`src/rtl/instr_sequencer.sv`:
```
// Multi-cycle instruction sequencer: fetch, decode, exec, mem, writeback FSM with pc/ir and retire counter.
// Latency: ALU/move 4 cycles, load 5, store 4, branch 3 (plus any imem/dmem stall cycles).
// Backpressure: waits indefinitely in FETCH for imem_ack and in MEM for dmem_ack; acks outside those states are ignored.
module instr_sequencer (
  input  logic        clk,
  input  logic        rst_n,
  input  logic        run_en,
  output logic        imem_req,
  output logic [7:0]  imem_addr,
  input  logic        imem_ack,
  input  logic [23:0] imem_data,
  output logic        dmem_req,
  output logic        dmem_we,
  input  logic        dmem_ack,
  input  logic        branch_taken,
  output logic [23:0] ir,
  output logic [7:0]  pc,
  output logic [2:0]  state,
  output logic        reg_wr_en,
  output logic        flags_wr_en,
  output logic        halted,
  output logic [15:0] retired
);

  localparam logic [2:0] IDLE   = 3'd0;
  localparam logic [2:0] FETCH  = 3'd1;
  localparam logic [2:0] DECODE = 3'd2;
  localparam logic [2:0] EXEC   = 3'd3;
  localparam logic [2:0] MEM    = 3'd4;
  localparam logic [2:0] WB     = 3'd5;
  localparam logic [2:0] HALT   = 3'd6;

  localparam logic [1:0] OP_ALU = 2'b00;
  localparam logic [1:0] OP_MEM = 2'b10;
  localparam logic [1:0] OP_BR  = 2'b11;

  logic [2:0]  state_q, state_d;
  logic [7:0]  pc_q, pc_d;
  logic [23:0] ir_q, ir_d;
  logic [15:0] retired_q, retired_d;
  logic        retire;

  // Next-state, pc/ir update and retire detection; run_en is only consulted in IDLE and on retire.
  always_comb begin
    state_d = state_q;
    pc_d    = pc_q;
    ir_d    = ir_q;
    retire  = 1'b0;
    case (state_q)
      IDLE: begin
        if (run_en) state_d = FETCH;
      end
      FETCH: begin
        if (imem_ack) begin
          ir_d    = imem_data;
          pc_d    = pc_q + 8'd1;
          state_d = DECODE;
        end
      end
      DECODE: begin
        state_d = (ir_q == 24'hFFFFFF) ? HALT : EXEC;
      end
      EXEC: begin
        case (ir_q[23:22])
          OP_MEM: state_d = MEM;
          OP_BR: begin
            if (branch_taken) pc_d = ir_q[7:0];
            retire = 1'b1;
          end
          default: state_d = WB;
        endcase
      end
      MEM: begin
        if (dmem_ack) begin
          if (ir_q[0]) retire = 1'b1;
          else         state_d = WB;
        end
      end
      WB: begin
        retire = 1'b1;
      end
      HALT: begin
        state_d = HALT;
      end
      default: begin
        state_d = IDLE;
      end
    endcase
    if (retire) state_d = run_en ? FETCH : IDLE;
  end

  // Saturating retire counter.
  always_comb begin
    retired_d = retired_q;
    if (retire && (retired_q != 16'hFFFF)) retired_d = retired_q + 16'd1;
  end

  // Architectural state registers; reset clears everything asynchronously.
  always_ff @(posedge clk or negedge rst_n) begin
    if (!rst_n) begin
      state_q   <= IDLE;
      pc_q      <= 8'd0;
      ir_q      <= 24'd0;
      retired_q <= 16'd0;
    end else begin
      state_q   <= state_d;
      pc_q      <= pc_d;
      ir_q      <= ir_d;
      retired_q <= retired_d;
    end
  end

  // Requests and strobes decode straight from state, so reset drops them in the same cycle.
  always_comb begin
    imem_req    = (state_q == FETCH);
    imem_addr   = pc_q;
    dmem_req    = (state_q == MEM);
    dmem_we     = (state_q == MEM) && ir_q[0];
    reg_wr_en   = (state_q == WB);
    flags_wr_en = (state_q == WB) && (ir_q[23:22] == OP_ALU);
    halted      = (state_q == HALT);
    ir          = ir_q;
    pc          = pc_q;
    state       = state_q;
    retired     = retired_q;
  end

endmodule

```
`config.mk`:
```
export PLATFORM = sky130hd
export DESIGN_NAME = instr_sequencer
export DESIGN_NICKNAME = d
export VERILOG_FILES = /design/src/rtl/instr_sequencer.sv
export SDC_FILE = /design/constraint.sdc
export NUM_CORES = 1
export LEC_CHECK = 0
export CAP_MARGIN = 15
export CORE_MARGIN = 2
export CORE_UTILIZATION = 32
export DETAILED_ROUTE_END_ITERATION = 16
export PLACE_DENSITY = 0.7
export RECOVER_POWER = 25
export SYNTH_ARGS = -nofsm -noshare
export SYNTH_HDL_FRONTEND = slang
export SYNTH_SLANG_ARGS = --single-unit
```
`constraint.sdc`:
```
create_clock -name clk -period 3.95 [get_ports clk]
set_clock_uncertainty 0.15 [all_clocks]
set_input_delay 0.79 -clock clk [delete_from_list [all_inputs] [get_ports clk]]
set_output_delay 0.79 -clock clk [all_outputs]
set_load 0.005 [all_outputs]
```
==> metrics.txt, run 1 <==
outcome=finished with violations; failing checks=capacitance limit, slew limit; Overall Global Routing Usage=15.0%; Fmax=0.335 GHz; largest net degree at the start of global routing=42; register area=1280 um^2; worst slew pin tran=2200 ps; Die W=95.0 um; Post-DRT Antenna Nets=0; Post-synth ARST share=100%; Area growth syn-to-layout=39.8%; Die Height=95.0 um; Hold Path Class=flip-flop to flip-flop; Pre-Repair DR Iteration Count=4; Post-Syn Area per Cell=11.2 um^2; most common library cells after synthesis=dfrtp_1 (51), mux2_2 (28), nand2_1 (13), a21oi_1 (12); CTS Sinks=51; total wire length=6.69 mm; CP top delay family=flip-flops; Worst EP arrival=2050 ps; Post-synth EDFFs=0; post-cts hold buffer count=0; DR iter-0 viols=155; CP endpoint kind=output pin; Setup crit start kind=flip-flop; Num CTS Buffers=5; Fill cells=764; Core Region=8130 um^2; Slowest Stage Delay on Critical Path=600 ps; clk buf depth=2; global route overflow=0; pwr dens=662 nW/um^2; setup TNS=0 ps; leading cell type by number of instances after synthesis=dfrtp_1; clock latency on the worst-skew pair=310 ps; Max VDD drop=0.000257 V; Final Slew Violations=42; PortBufs=94; H-tree depth=2; Crit path required time=3010 ps; Area contributors post-synth=dfrtp_1 (48%), mux2_2 (12%), xor2_1 (3.6%); Initial Utilization=32.6%; register area share after synthesis=48.1%; hpwl dp=5.05 mm; die area=9030 um^2; clk slew on worst S/H paths=100 ps; CP Class=flip-flop to output pin; layout cells sized above 1=14.9%; area of the multi-input gates=1250 um^2; Syn Std Cell Area=2650 um^2; number of global-route vias before repair=2,074; overall power=0.00245 W; wire per inst=15.6 um; Fin. Hold Viols=0; Buf+Inv Stages, Crit Path=1; Worst path slowest cell=dfrtp_1; Root Driver=clkbuf_8; worst relative slew slack=-46.7%; sequence of cells on the critical path=nor2b_1 -> and2_1 -> nor3b_1 -> clkdlybuf4s50_1; I/O pin total=95; diode count=0; RSZ-0062 raised after global routing=no; Post-CTS Setup Inserts=0; global-route wire length before repair=10.6 mm; Max Cap Viol=1; Final Core Density=45.6%; leakage=1.52 nW; count of cell types in the netlist=45; post-synth net total=269; CP Max Fanout=15; CTS tree=built; CTS resizes=0; top_reg_cell synth=dfrtp_1; vias per cell=5.13; Final setup viols=0; post-synth top area share=48.1%; synthesized flop and latch total=51; Row Count=33; via count=2,195; initial antenna violation count=0; # DRC=0; Post-Syn Instances=237; Placer Congestion=0.797; yosys warns=0; post-layout min period=2990 ps; largest area contributor in the netlist=dfrtp_1; Final #Nets=354; Tcrit/Tclk final=75.7%
==> where the power goes <==
group	leakage, nW	switching (W)	internal (W)
combinational	0.846	0.000398	0.000732
sequential	0.633	0.000281	0.000724
clock	0.0467	0.000188	0.000132
total	1.52	0.000867	0.00159
==> flip-flops by register name (all words and copies together), names as in the netlist <==
name / cells
ir: 24
retired: 16
imem_addr: 8
state: 3
==> worst register-to-register path, cell delays in order (launching register included) <==
cell,delay (ps)
dfrtp_1,600
and3b_1,420
a32oi_4,300
nor4_1,470
mux2_2,380
==> logic make-up after synthesis <==
group / share of synthesized area (%)
AND/OR/NAND/NOR: 20.6
flip-flops: 48.1
AO/OA/AOI/OAI: 9.53
multiplexers: 12.5
buffers and inverters: 4.72
XOR/XNOR: 3.63
adder cells (fa/ha/maj): 0.943
==> metrics by stage <==
| step | hold WS, ps | worst slack, ps | cell area, um^2 | std cells |
|---|---|---|---|---|
| after detailed placement | 374 | 1200 | 3620 | 420 |
| after global routing | 415 | 743 | 3710 | 428 |
| after floorplan | 344 | 1890 | 2650 | 237 |
| after CTS | 393 | 927 | 3710 | 428 |
| final | 390 | 961 | 3710 | 428 |
| after global placement | 369 | 1260 | 3620 | 420 |
==> area by class of cell <==
type	instances	share of cell area, %
multi-input cells	166	33.7
clock inverters	3	0.742
well taps	105	3.54
repair buffers	96	25.5
clock buffers	5	1.86
inverters	2	0.202
flip-flops and latches	51	34.4
==> final timing paths <==
check | start | endpoint | slack, ps | cells after the start
worst min register to register | retired[3] | retired[3] | 390 | 1
worst min-delay path | retired[3] | retired[3] | 390 | 1
worst max register to register | state[0] | retired[14] | 1520 | 4
min in group asynchronous | rst_n | imem_addr[5] | 970 | 1
max in group asynchronous | rst_n | ir[18] | 1300 | 2
worst max-delay path | state[0] | flags_wr_en | 960 | 4
==> routing by layer <==
metal,share of wire [%],up-vias,wire length (um),track usage [%]
met5,0,-,0,0
met4,1.9,0,130,4.71
met3,5.7,10,384,3.08
met2,49,71,3280,24.5
met1,43,1072,2900,20.2
li1,-,1042,-,-
==> cells in the final DEF (no fill, tap or decap), types with 3 or more instances in the layout <==
cell	netlist	layout
a21oi_1	12	12
and3_1	5	5
clkbuf_8	0	5
clkdlybuf4s50_1	0	93
dfrtp_1	51	51
mux2_2	28	28
nand2_1	13	13
nand2b_1	3	3
nand3_1	11	11
nand4_1	10	10
nor2_1	8	8
nor2b_1	5	5
nor3_1	8	8
nor3b_1	3	3
nor4_1	4	4
nor4b_1	3	3
o21ai_0	8	8
o22ai_1	4	4
xor2_1	11	11
Power figures use the tool's default switching activity.
==> run 2, diff against run 1 <==
- PLACE_DENSITY: 0.7 -> 0.73
- clock period: 3.95 -> 2.6 ns (I/O delays scaled with it)
==> metrics.txt, run 2 (synthesized netlist as in run 1, its figures left out) <==
most frequent cells in the layout=clkdlybuf4s50_1 (93), dfrtp_1 (50), mux2_2 (28); DR iter-0 viols=115; Setup crit start kind=flip-flop; Worst EP arrival=1760 ps; Hold Path Class=flip-flop to flip-flop; setup TNS=0 ps; die area=9030 um^2; diode count=0; CP endpoint kind=output pin; clock latency on the worst-skew pair=300 ps; outcome=finished clean; Tcrit/Tclk final=93.5%; Root Driver=clkbuf_8; sequence of cells on the critical path=buf_4 -> nor3b_2 -> and2_1 -> clkdlybuf4s50_1; clk buf depth=2; Core Region=8130 um^2; Post-CTS Setup Inserts=0; Worst Setup SP=state[0]; CP Class=flip-flop to output pin; Fill cells=745; Die W=95.0 um; Worst path slowest cell=clkdlybuf4s50_1; Fmax=0.412 GHz; leakage=1.56 nW; H-tree depth=2; Final Slew Violations=0; worst slew pin tran=1290 ps; Num CTS Buffers=5; Die Height=95.0 um; max reg flops=24; # DRC=0; Final #Nets=360; R2R Path Start=state[2]; worst hold start=retired[3]; placed cell count=426; Row Count=33; CTS tree=built; largest net degree at the start of global routing=52; hpwl dp=5.11 mm; Placer Congestion=0.805; Final setup viols=0; Initial Utilization=32.6%; CTS resizes=0; RSZ-0062 raised after global routing=no; Slowest Stage Delay on Critical Path=550 ps; via count=2,220; area of the multi-input gates=1260 um^2; Final Core Density=46.1%; Crit path required time=1930 ps; post-layout min period=2430 ps; pwr dens=1000 nW/um^2; Area growth syn-to-layout=41.5%; DP Area=3660 um^2; final instance area=3750 um^2; worst relative slew slack=14.3%; post-cts hold buffer count=0; layout cells sized above 1=17.9%; Pre-Repair DR Iteration Count=4; Non-Filler Instances=434; Max Cap Viol=0; total wire length=6.94 mm; number of global-route vias before repair=2,277; clk slew on worst S/H paths=100 ps; global-route wire length before repair=11.4 mm; vias per cell=5.12; register area=1280 um^2; Max VDD drop=0.000437 V; Post-DRT Antenna Nets=0; wire per inst=16.0 um; PortBufs=94; CP Max Fanout=14; initial antenna violation count=0; commonest non-fill, non-tap cell in the layout=clkdlybuf4s50_1; CTS Sinks=51; Overall Global Routing Usage=16.2%; global route overflow=0; Fin. Hold Viols=0; I/O pin total=95
run 2: path summary, 6_finish.rpt:
| kind | cells past startpoint | slack [ps] | to |
|---|---|---|---|
| min in group asynchronous | 2 | 420 | imem_addr[2] |
| max in group asynchronous | 2 | 1020 | state[2] |
| max reg2reg | 5 | 420 | retired[7] |
| min reg2reg | 1 | 390 | retired[3] |
| max | 4 | 170 | dmem_we |
| min | 1 | 390 | retired[3] |
run 2: layout make-up:
type,count,share of cell area (%)
tap,105,3.50
clock inverter,3,0.400
sequential,51,34.0
multi-input combinational,166,33.5
clock buffer,5,1.83
timing repair buffer,102,26.5
inverter,2,0.200
run 2: where the power goes:
part           total (W)  switching (W)  internal [W]
Sequential       0.00150       0.000398       0.00110
Clock           0.000446       0.000261      0.000185
Combinational    0.00182       0.000665       0.00115
run 2: per-stage QoR:
stage                     total power (W)  setup WS, ps  hold slack (ps)
after floorplan                   0.00232           729             74.4
after global placement            0.00327           284              369
after detailed placement          0.00332           270              373
after CTS                         0.00378          67.1              194
after global routing              0.00403          43.6              408
final                             0.00376           170              386
run 2: critical path, delay by kind of cell, from the launching register on:
family | cells | cell delay [ps]
and+or+nand+nor | 2 | 350
DFF | 1 | 380
buffers and inverters | 2 | 730
run 2: routing by layer:
| metal | track usage, % | share of wire, % |
|---|---|---|
| met4 | 5.43 | 1.9 |
| met3 | 3.79 | 5.2 |
| met5 | 0 | 0 |
| met1 | 21.6 | 45 |
| met2 | 25.9 | 48 |
